--- src/rtl/decode_pkg.sv ---
// Shared decode definitions: RV32I opcodes, op classes, immediate formats and
// the decoded-instruction record held by decode_stage.
package decode_pkg;
  localparam int XLEN = 32;
  localparam int ILEN = 32;
  localparam int NREG = 32;
  localparam int RW   = $clog2(NREG);

  localparam logic [6:0] OPC_LUI    = 7'b0110111;
  localparam logic [6:0] OPC_AUIPC  = 7'b0010111;
  localparam logic [6:0] OPC_JAL    = 7'b1101111;
  localparam logic [6:0] OPC_JALR   = 7'b1100111;
  localparam logic [6:0] OPC_BRANCH = 7'b1100011;
  localparam logic [6:0] OPC_LOAD   = 7'b0000011;
  localparam logic [6:0] OPC_STORE  = 7'b0100011;
  localparam logic [6:0] OPC_OPIMM  = 7'b0010011;
  localparam logic [6:0] OPC_OP     = 7'b0110011;
  localparam logic [6:0] OPC_FENCE  = 7'b0001111;
  localparam logic [6:0] OPC_SYSTEM = 7'b1110011;

  typedef enum logic [3:0] {
    OP_LUI, OP_AUIPC, OP_JAL, OP_JALR, OP_BRANCH, OP_LOAD,
    OP_STORE, OP_OPIMM, OP_OP, OP_FENCE, OP_SYSTEM, OP_ILLEGAL
  } op_e;

  typedef enum logic [2:0] {FMT_R, FMT_I, FMT_S, FMT_B, FMT_U, FMT_J} fmt_e;

  typedef struct packed {
    logic [XLEN-1:0] pc;
    op_e             op;
    logic [2:0]      funct3;
    logic            funct7b5;
    logic [RW-1:0]   rd;
    logic [RW-1:0]   rs1;
    logic [RW-1:0]   rs2;
    logic [XLEN-1:0] imm;
    logic            we;
    logic            illegal;
  } dec_t;

  // Every valid opcode ends in 2'b11, so compressed encodings fall to default.
  function automatic op_e op_class(input logic [6:0] opc);
    op_e op;
    case (opc)
      OPC_LUI:    op = OP_LUI;
      OPC_AUIPC:  op = OP_AUIPC;
      OPC_JAL:    op = OP_JAL;
      OPC_JALR:   op = OP_JALR;
      OPC_BRANCH: op = OP_BRANCH;
      OPC_LOAD:   op = OP_LOAD;
      OPC_STORE:  op = OP_STORE;
      OPC_OPIMM:  op = OP_OPIMM;
      OPC_OP:     op = OP_OP;
      OPC_FENCE:  op = OP_FENCE;
      OPC_SYSTEM: op = OP_SYSTEM;
      default:    op = OP_ILLEGAL;
    endcase
    return op;
  endfunction

  function automatic fmt_e op_fmt(input op_e op);
    fmt_e f;
    case (op)
      OP_LUI, OP_AUIPC:                                f = FMT_U;
      OP_JAL:                                          f = FMT_J;
      OP_JALR, OP_LOAD, OP_OPIMM, OP_FENCE, OP_SYSTEM: f = FMT_I;
      OP_BRANCH:                                       f = FMT_B;
      OP_STORE:                                        f = FMT_S;
      default:                                         f = FMT_R;
    endcase
    return f;
  endfunction
endpackage

--- src/rtl/decode_if.sv ---
// Fetch-to-decode valid/ready channel carrying the instruction word and its PC.
interface decode_if;
  import decode_pkg::*;
  logic            in_valid;
  logic            in_ready;
  logic [ILEN-1:0] in_instr;
  logic [XLEN-1:0] in_pc;

  modport master (output in_valid, in_instr, in_pc, input in_ready);
  modport slave  (input in_valid, in_instr, in_pc, output in_ready);
endinterface

--- src/rtl/decode_imm_gen.sv ---
// Combinational immediate generator: instruction bits [31:7] + format -> XLEN immediate.
module imm_gen
  import decode_pkg::*;
(
  input  logic [31:7]     instr,
  input  fmt_e            fmt,
  output logic [XLEN-1:0] imm
);
  always_comb begin
    imm = '0;
    case (fmt)
      FMT_I: imm = {{(XLEN-12){instr[31]}}, instr[31:20]};
      FMT_S: imm = {{(XLEN-12){instr[31]}}, instr[31:25], instr[11:7]};
      FMT_B: imm = {{(XLEN-13){instr[31]}}, instr[31], instr[7], instr[30:25], instr[11:8], 1'b0};
      FMT_U: imm = {{(XLEN-32){instr[31]}}, instr[31:12], 12'b0};
      FMT_J: imm = {{(XLEN-21){instr[31]}}, instr[31], instr[19:12], instr[20], instr[30:21], 1'b0};
      default: imm = '0;
    endcase
  end
endmodule

--- src/rtl/decode_stage.sv ---
// RV32I decode stage: drives the register file read port on accept and holds one
// decoded instruction. Define DECODE_SCOREBOARD_EN for the RAW/WAW hazard scoreboard.
module decode_stage
  import decode_pkg::*;
(
  input  logic            clk,
  input  logic            rst,
  decode_if.slave         fetch,
  output logic            rf_rd,
  output logic [RW-1:0]   rf_selrd1,
  output logic [RW-1:0]   rf_selrd2,
  output logic            out_valid,
  input  logic            out_ready,
  output logic [XLEN-1:0] out_pc,
  output op_e             out_op,
  output logic [2:0]      out_funct3,
  output logic            out_funct7b5,
  output logic [RW-1:0]   out_rd,
  output logic [RW-1:0]   out_rs1,
  output logic [RW-1:0]   out_rs2,
  output logic [XLEN-1:0] out_imm,
  output logic            out_we,
  output logic            out_illegal,
  input  logic            wb_valid,
  input  logic [RW-1:0]   wb_rd,
  input  logic            flush
);
  logic [ILEN-1:0] instr;
  op_e             op;
  fmt_e            fmt;
  logic [XLEN-1:0] imm;
  logic            we, hazard, accept;
  dec_t            dec, held;

  assign instr = fetch.in_instr;
  assign op    = op_class(instr[6:0]);
  assign fmt   = op_fmt(op);

  imm_gen u_imm (.instr(instr[31:7]), .fmt(fmt), .imm(imm));

  always_comb begin
    we = 1'b0;
    case (op)
      OP_LUI, OP_AUIPC, OP_JAL, OP_JALR, OP_LOAD, OP_OPIMM, OP_OP:
        we = (instr[11:7] != '0);
      default: we = 1'b0;
    endcase
  end

  always_comb begin
    dec          = '0;
    dec.pc       = fetch.in_pc;
    dec.op       = op;
    dec.funct3   = instr[14:12];
    dec.funct7b5 = instr[30];
    dec.rd       = instr[11:7];
    dec.rs1      = instr[19:15];
    dec.rs2      = instr[24:20];
    dec.imm      = imm;
    dec.we       = we;
    dec.illegal  = (op == OP_ILLEGAL);
  end

  assign fetch.in_ready = ~rst & ~flush & ~hazard & (~out_valid | out_ready);
  assign accept         = fetch.in_valid & fetch.in_ready;

  // Read port is addressed straight from the fetched word; strobe only on accept
  // so the register file outputs hold while the stage is stalled.
  assign rf_rd     = accept;
  assign rf_selrd1 = instr[19:15];
  assign rf_selrd2 = instr[24:20];

  always_ff @(posedge clk or posedge rst) begin
    if (rst) begin
      out_valid <= 1'b0;
      held      <= '0;
    end else if (accept) begin
      out_valid <= 1'b1;
      held      <= dec;
    end else if (flush | out_ready) begin
      out_valid <= 1'b0;
    end
  end

`ifdef DECODE_SCOREBOARD_EN
  logic [NREG-1:0] busy, busy_nxt;
  logic            rs1_used, rs2_used;

  always_comb begin
    rs1_used = 1'b0;
    rs2_used = 1'b0;
    case (op)
      OP_JALR, OP_LOAD, OP_OPIMM: rs1_used = 1'b1;
      OP_BRANCH, OP_STORE, OP_OP: begin
        rs1_used = 1'b1;
        rs2_used = 1'b1;
      end
      default: ;
    endcase
  end

  // Registered busy only: a writeback in this cycle releases the stall next cycle.
  assign hazard = (rs1_used & busy[instr[19:15]]) |
                  (rs2_used & busy[instr[24:20]]) |
                  (we       & busy[instr[11:7]]);

  // Later assignments win: a same-cycle accept re-sets a bit that wb clears.
  always_comb begin
    busy_nxt = busy;
    if (wb_valid)                    busy_nxt[wb_rd]        = 1'b0;
    if (flush & out_valid & held.we) busy_nxt[held.rd]      = 1'b0;
    if (accept & we)                 busy_nxt[instr[11:7]]  = 1'b1;
    busy_nxt[0] = 1'b0;
  end

  always_ff @(posedge clk or posedge rst) begin
    if (rst) busy <= '0;
    else     busy <= busy_nxt;
  end
`else
  logic unused_wb;
  assign unused_wb = ^{wb_valid, wb_rd};
  assign hazard    = 1'b0;
`endif

  assign out_pc       = held.pc;
  assign out_op       = held.op;
  assign out_funct3   = held.funct3;
  assign out_funct7b5 = held.funct7b5;
  assign out_rd       = held.rd;
  assign out_rs1      = held.rs1;
  assign out_rs2      = held.rs2;
  assign out_imm      = held.imm;
  assign out_we       = held.we;
  assign out_illegal  = held.illegal;
endmodule

--- src/flat_wrapper.sv ---
// flat-port wrapper written by rule: the top's interface ports become plain ports
module decode_stage_flat import decode_pkg::*;
  (clk, rst, rf_rd, rf_selrd1, rf_selrd2, out_valid, out_ready, out_pc, out_op, out_funct3, out_funct7b5, out_rd, out_rs1, out_rs2, out_imm, out_we, out_illegal, wb_valid, wb_rd, flush, fetch_in_valid, fetch_in_instr, fetch_in_pc, fetch_in_ready);
  decode_if fetch_i ();
  input  logic clk;
  input  logic rst;
  output logic rf_rd;
  output logic [RW-1:0] rf_selrd1;
  output logic [RW-1:0] rf_selrd2;
  output logic out_valid;
  input  logic out_ready;
  output logic [XLEN-1:0] out_pc;
  output op_e out_op;
  output logic [2:0] out_funct3;
  output logic out_funct7b5;
  output logic [RW-1:0] out_rd;
  output logic [RW-1:0] out_rs1;
  output logic [RW-1:0] out_rs2;
  output logic [XLEN-1:0] out_imm;
  output logic out_we;
  output logic out_illegal;
  input  logic wb_valid;
  input  logic [RW-1:0] wb_rd;
  input  logic flush;
  input wire logic [$bits(fetch_i.in_valid)-1:0] fetch_in_valid;
  input wire logic [$bits(fetch_i.in_instr)-1:0] fetch_in_instr;
  input wire logic [$bits(fetch_i.in_pc)-1:0] fetch_in_pc;
  output wire logic [$bits(fetch_i.in_ready)-1:0] fetch_in_ready;
  assign fetch_i.in_valid = fetch_in_valid;
  assign fetch_i.in_instr = fetch_in_instr;
  assign fetch_i.in_pc = fetch_in_pc;
  assign fetch_in_ready = fetch_i.in_ready;
  decode_stage u_core (.clk(clk), .rst(rst), .fetch(fetch_i), .rf_rd(rf_rd), .rf_selrd1(rf_selrd1), .rf_selrd2(rf_selrd2), .out_valid(out_valid), .out_ready(out_ready), .out_pc(out_pc), .out_op(out_op), .out_funct3(out_funct3), .out_funct7b5(out_funct7b5), .out_rd(out_rd), .out_rs1(out_rs1), .out_rs2(out_rs2), .out_imm(out_imm), .out_we(out_we), .out_illegal(out_illegal), .wb_valid(wb_valid), .wb_rd(wb_rd), .flush(flush));
endmodule
--- config.mk ---
export PLATFORM = sky130hd
export DESIGN_NAME = decode_stage_flat
export DESIGN_NICKNAME = d
export VERILOG_FILES = /design/src/rtl/decode_pkg.sv /design/src/rtl/decode_if.sv /design/src/rtl/decode_imm_gen.sv /design/src/rtl/decode_stage.sv /design/src/flat_wrapper.sv
export SDC_FILE = /design/constraint.sdc
export NUM_CORES = 1
export LEC_CHECK = 0
export ABC_AREA = 1
export BUFFER_PORTS_ARGS = -buffer_cell sky130_fd_sc_hd__buf_4
export CAP_MARGIN = 10
export CORE_AREA = 2 2 80 121
export DETAILED_ROUTE_END_ITERATION = 10
export DIE_AREA = 0 0 82 123
export GPL_ROUTABILITY_DRIVEN = 1
export GPL_TIMING_DRIVEN = 0
export PLACE_DENSITY_LB_ADDON = 0.12
export SLEW_MARGIN = 10
export SYNTH_ARGS = -nofsm -noshare
export SYNTH_HDL_FRONTEND = slang
export SYNTH_SLANG_ARGS = --single-unit
--- constraint.sdc ---
create_clock -name clk -period 8 [get_ports clk]
set_clock_uncertainty 0.1 [all_clocks]
set_input_delay 2 -clock clk [delete_from_list [all_inputs] [get_ports clk]]
set_output_delay 2 -clock clk [all_outputs]
set_load 0.05 [all_outputs]
Word level (Yosys, flattened, before mapping)
Memory sizes are Yosys's and may differ from the RTL's. Index checks and enable logic that the tools add are counted. Widths: inputs -> output; s select.

Flip-flop bits (word level): 90. ROM bits: 48. Output and inout port bits: 102. Input bits: 75. Memories kept: 1.

Reduce and logical (&&, ||, !) cells: 4. Equal/unequal tests: 23. Mux-type cells: 5. Bitwise operators: 8.

Memories: (no name shown) (words 16, width 3, rd ports 1, clocked after Yosys merged registers in 0, write ports 0, line decode_pkg.sv:63) `case (op)`.

Operators with widths (number): $pmux 32 s5 (1); $pmux 4 s11 (1); $eq 7x7->1 const B (4); $eq 7x6->1 const B (3); $eq 7x5->1 const B (2); $eq 4x2->1 const B (2); $eq 4x3->1 const B (2); $eq 4x4->1 const B (2); $eq 7x2->1 const B (1); $eq 7x4->1 const B (1); $reduce_or 7->1 (1); $eq 3x2->1 const B (2); $eq 3x3->1 const B (2); $reduce_bool 5->1 (1); $eq 4x1->1 const B (1); $logic_not 4->1 (1); $and 1x1->1 (3); $eq 3x1->1 const B (1); $mux 1 (3); $not 1->1 (3); $or 1x1->1 (2); $reduce_bool 2->1 (1).

Longest topological paths before layout
Depth in word-level cells: 5. Depth in mapped cells: 20. Gate-level depth less buffers: 20.

Hierarchy
A second synthesis with hierarchy kept.

Cells, all modules: 555. Area total of the unflattened synthesis: 4330.4 µm².

Modules (own cells, without submodules): decode_stage (instances 1, cells an instance 463, area each 3875.0 µm², seq. area each 2252.2 µm²); imm_gen (instances 1, cells an instance 92, area each 455.4 µm², seq. area each 0.0 µm²).

Worst setup path after synthesis
No wires, ideal clock.

Kind: input to output. Start point: input port rst. End point: output port rf_rd. Stages on the path: 7. Required time: 5900 ps. Path slack: -370 ps. Arrival: 6270 ps. Path buffers: 2. Path through: inv_1 > o21ai_0 > nor2_1 > nand2_1 > inv_1 > clkbuf_1 > buf_1.

Word-level cells in the longest chain between the ends: 4.

RTL lines: start, declared (line flat_wrapper.sv:6) `input logic rst;`; $not 1->1 (line decode_stage.sv:64) `assign fetch.in_ready = ~rst & ~flush & ~hazard & (~out_valid | out_ready);`; $and 1x1->1 (2 in a row) (line decode_stage.sv:64); net fetch_in_ready (line flat_wrapper.sv:28) `output wire logic [$bits(fetch_i.in_ready)-1:0] fetch_in_ready;`; $and 1x1->1 (line decode_stage.sv:65) `assign accept = fetch.in_valid & fetch.in_ready;`; end, declared (line flat_wrapper.sv:7) `output logic rf_rd;`.

The timed path passes the listed nets, and every way through them passes these cells.

Final worst setup path
Start point: input port rst. End point: output port rf_rd.

Word-level cells in the longest chain between the ends: 4.

RTL lines (line): $not 1->1 (decode_stage.sv:64); $and 1x1->1 (2 in a row) (decode_stage.sv:64); $and 1x1->1 (decode_stage.sv:65).

Every way passes these cells.

==> summary.txt <==
CTS
  – H-Tree Level Count: 3
  – Post-CTS Setup Bufs: 0
  – CTS tree: done
  – Clk sink count: 90
  – Worst-skew pair later-pin latency: 340 ps
  – CTS resizes: 0
  – CTS Root Cell: clkbuf_16
  – Clock Tree Buf Depth: 2
  – Post-CTS Hold Buffers: 0
  – Num CTS Buffers: 9
  – Clk pin slew, worst setup/hold paths: ~70 ps

Synth
  – #FFs+latches synth: 90
  – Area fraction in compound gates after synthesis: 3.41%
  – Dominant cell type by area after synthesis: dfrtp_1
  – Cells after Synth: about 530
  – Number of synthesized flops with an enable pin: 0
  – Post-synthesis net count: 612
  – Synth cell count leaders: nand2_1, dfrtp_1, inv_1
  – Avg Cell Area, Syn: between 8 and 9 µm²
  – Synth Area in Adders: 1.47%
  – Mux cell area share after synthesis: 0%
  – Post-Syn Area: approximately 0.0043 mm²
  – Yosys top cell area share: 52.9%
  – Post-synthesis sequential area ratio: between 50% and 60%
  – Synth top area cells: dfrtp_1, nand2_1, nand3_1
  – Synth Flop Type: dfrtp_1
  – Synth warnings: 0
  – Xor-xnor portion of the synthesized cell area: 0%
  – Post-synth ARST share: 100%
  – Most common cell in the netlist: nand2_1
  – Synth unique cells: 30
  – Post-Synth Simple-Gate Area: between 30 and 40%
  – Main combinational cell family by area after synthesis: simple AND/OR/NAND/NOR gates

Pwr
  – Leakage power: 3.50 nW
  – Pwr dens: between 200 and 300 mW/mm²
  – Maximum VDD drop: about 0.00016 V
  – Design Power: 1.56 mW

Place
  – # port buffers: between 150 and 200
  – Post-Place Cell Area: ~0.0057 mm²
  – Placed cells: around 800
  – RePlAce Congestion: 0.867
  – Post-Place Worst Slack: 1280 ps
  – HPWL Detailed: approximately 8900 µm

Detailed routing
  – Highest Signal Layer: met4
  – Routed Antenna Nets: 0
  – Metal2 WL: 6000 µm
  – Drt drc: 0
  – DR pass1 iterations: 5
  – WL met3: approximately 790 µm
  – Post-DR vias/cell: about 4.8
  – Via count: roughly 4000
  – Avg WL per Cell: between 10 and 15 µm
  – Iter 0 DRT Violations: between 150 and 200
  – Met1 wire length: between 4000 and 5000 µm
  – Routed WL: between 10000 and 15000 µm

Floorplanning
  – Initial core utilization: between 40% and 50%
  – Die extent in y: about 120 µm
  – # IOs: 177
  – Core footprint: approximately 0.009 mm²
  – Die width: just over 80 µm
  – Die area: around 0.01 mm²
  – Row cnt: 43

Setup path
  – CP bufs+invs: 7
  – Worst reg2reg path depth: 9
  – Max FO, Critical Path: 35
  – Setup crit start kind: input port
  – Worst path arrival time: 4550 ps
  – Worst reg2reg setup slack: 5750 ps
  – Req. time, crit path: slightly below 6000 ps
  – Cell Chain, Critical Path: buf_4 -> clkinvlp_4 -> buf_12 -> o21ai_0 -> nor2_1 -> nand2_1 -> inv_1 -> clkbuf_1 -> buf_1 -> buf_4
  – Max stage delay on crit path: 470 ps
  – Nature of the critical path endpoint: output port
  – Top cell family by delay on the critical path: buffers and inverters
  – CP Class: input port to output port
  – Slowest-stage cell, CP: clkbuf_1
  – Crit-path most repeated cell: buf_4
  – Reg2reg start: u_core.out_valid
  – RR Endpoint: u_core.out_rs1[4]

Worst hold path
  – Hold path depth: 2
  – Hold Path Sink: u_core.out_funct3[2]
  – Hold_sp: u_core.out_funct3[2]
  – Hold Crit Class: flop to flop

Finish
  – Nets@finish: roughly 800
  – N_diodes: 0
  – Core Util, Final: between 60% and 70%
  – Layout area overhead: 41.6%
  – Non-Filler Instances: ~830
  – Share of post-route cells with drive strength above 1: about a third
  – Final instance area: about 0.0060 mm²

GRT
  – Global-route usage over all layers: 24.5%
  – Vias in the first global route: ~4100
  – Total congestion overflow: 0
  – Largest net degree at the start of global routing: 38
  – Antenna violations before repair: 0
  – First-pass GRT wire length: between 15000 and 20000 µm

STA
  – Hold Slack: 379 ps
  – Tcrit/Tclk final: 83.1%
  – Setup-failing EPs final: 0
  – Tmin final: 6650 ps
  – Slew Limit Fails: 0
  – Slew @ Worst Pin: just under 600 ps
  – RSZ-0062 raised after global routing: false
  – Fmax: approximately 150 MHz
  – Slew HR: 60.7%
  – Hold Fails Final Rpt: 0
  – Fin worst setup slack: 1350 ps
  – Setup TNS: 0 ps

Outcome
  – Status: finished clean

Run
  – Max cap viols: 0
[report_power, final]
part           total, mW  switching, mW  internal, mW
clock              0.441          0.187         0.254
sequential         0.567         0.0419         0.526
combinational      0.554          0.389         0.164
[area by class of cell]
class                           instances  area [µm²]
Fill cell                             799        3010
Clock inverter                          6        72.6
Timing Repair Buffer                  172        1320
Inverter                               27         105
Buffer                                 31         170
Tap cell                              112         140
Clock buffer                           10         239
Sequential cell                        90        2250
Multi-Input combinational cell        384        1730
[per-layer routing]
layer	vias to the layer above	GRT usage (%)
met5	-	0
met4	0	10.7
met3	25	6.42
met2	133	41.2
met1	1871	29.1
li1	1984	-
[worst register-to-register path, stage by stage (launching register included)]
cell and delay [ps]:
dfrtp_1 380, inv_1 80, o21ai_0 70, nor2_1 130, nand2_1 180, inv_1 140
clkbuf_1 470, buf_1 450, nand2_1 110, nand2_1 80
[worst max-delay path by stage]
| stage | startpoint | end | cells after the start |
|---|---|---|---|
| 3_3_place_gp | rst | rf_rd | 9 |
| 5_1_grt | rst | rf_rd | 10 |
| 3_5_place_dp | rst | rf_rd | 10 |
| 4_1_cts | rst | rf_rd | 10 |
| 6_report | rst | rf_rd | 10 |
| 2_1_floorplan | rst | rf_rd | 7 |
[cells in the final DEF (no fill, tap or decap), types with 3 or more instances in the layout]
| cell type | count |
|---|---|
| nand2_1 | 288 |
| buf_4 | 180 |
| dfrtp_1 | 90 |
| inv_1 | 20 |
| nor2_1 | 20 |
| nand3_1 | 20 |
| o21ai_0 | 16 |
| clkbuf_1 | 13 |
| clkbuf_16 | 9 |
| nand2_2 | 6 |
| inv_2 | 6 |
| buf_1 | 5 |
| ha_1 | 5 |
| nor2_2 | 4 |
| nor2_4 | 4 |
| o22ai_1 | 4 |
| nand2_4 | 3 |
[kinds of logic (layout without fill, tap and decap cells)]
group,Yosys count,count (layout)
and+or+nand+nor,355,355
DFF,90,90
buffers and inverters,58,246
AOI/OAI and AO/OA,24,24
adders and majority gates,5,5
[state kept, by name (all words and copies together) (netlist names)]
name,count
u_core.out_rs2,5
u_core.out_illegal,1
u_core.out_funct7b5,1
u_core.out_we,1
u_core.out_op,4
u_core.out_pc,32
u_core.out_rd,5
u_core.out_rs1,5
u_core.out_imm,32
u_core.out_funct3,3
u_core.out_valid,1
No activity file was read; power rests on OpenSTA's default activity.
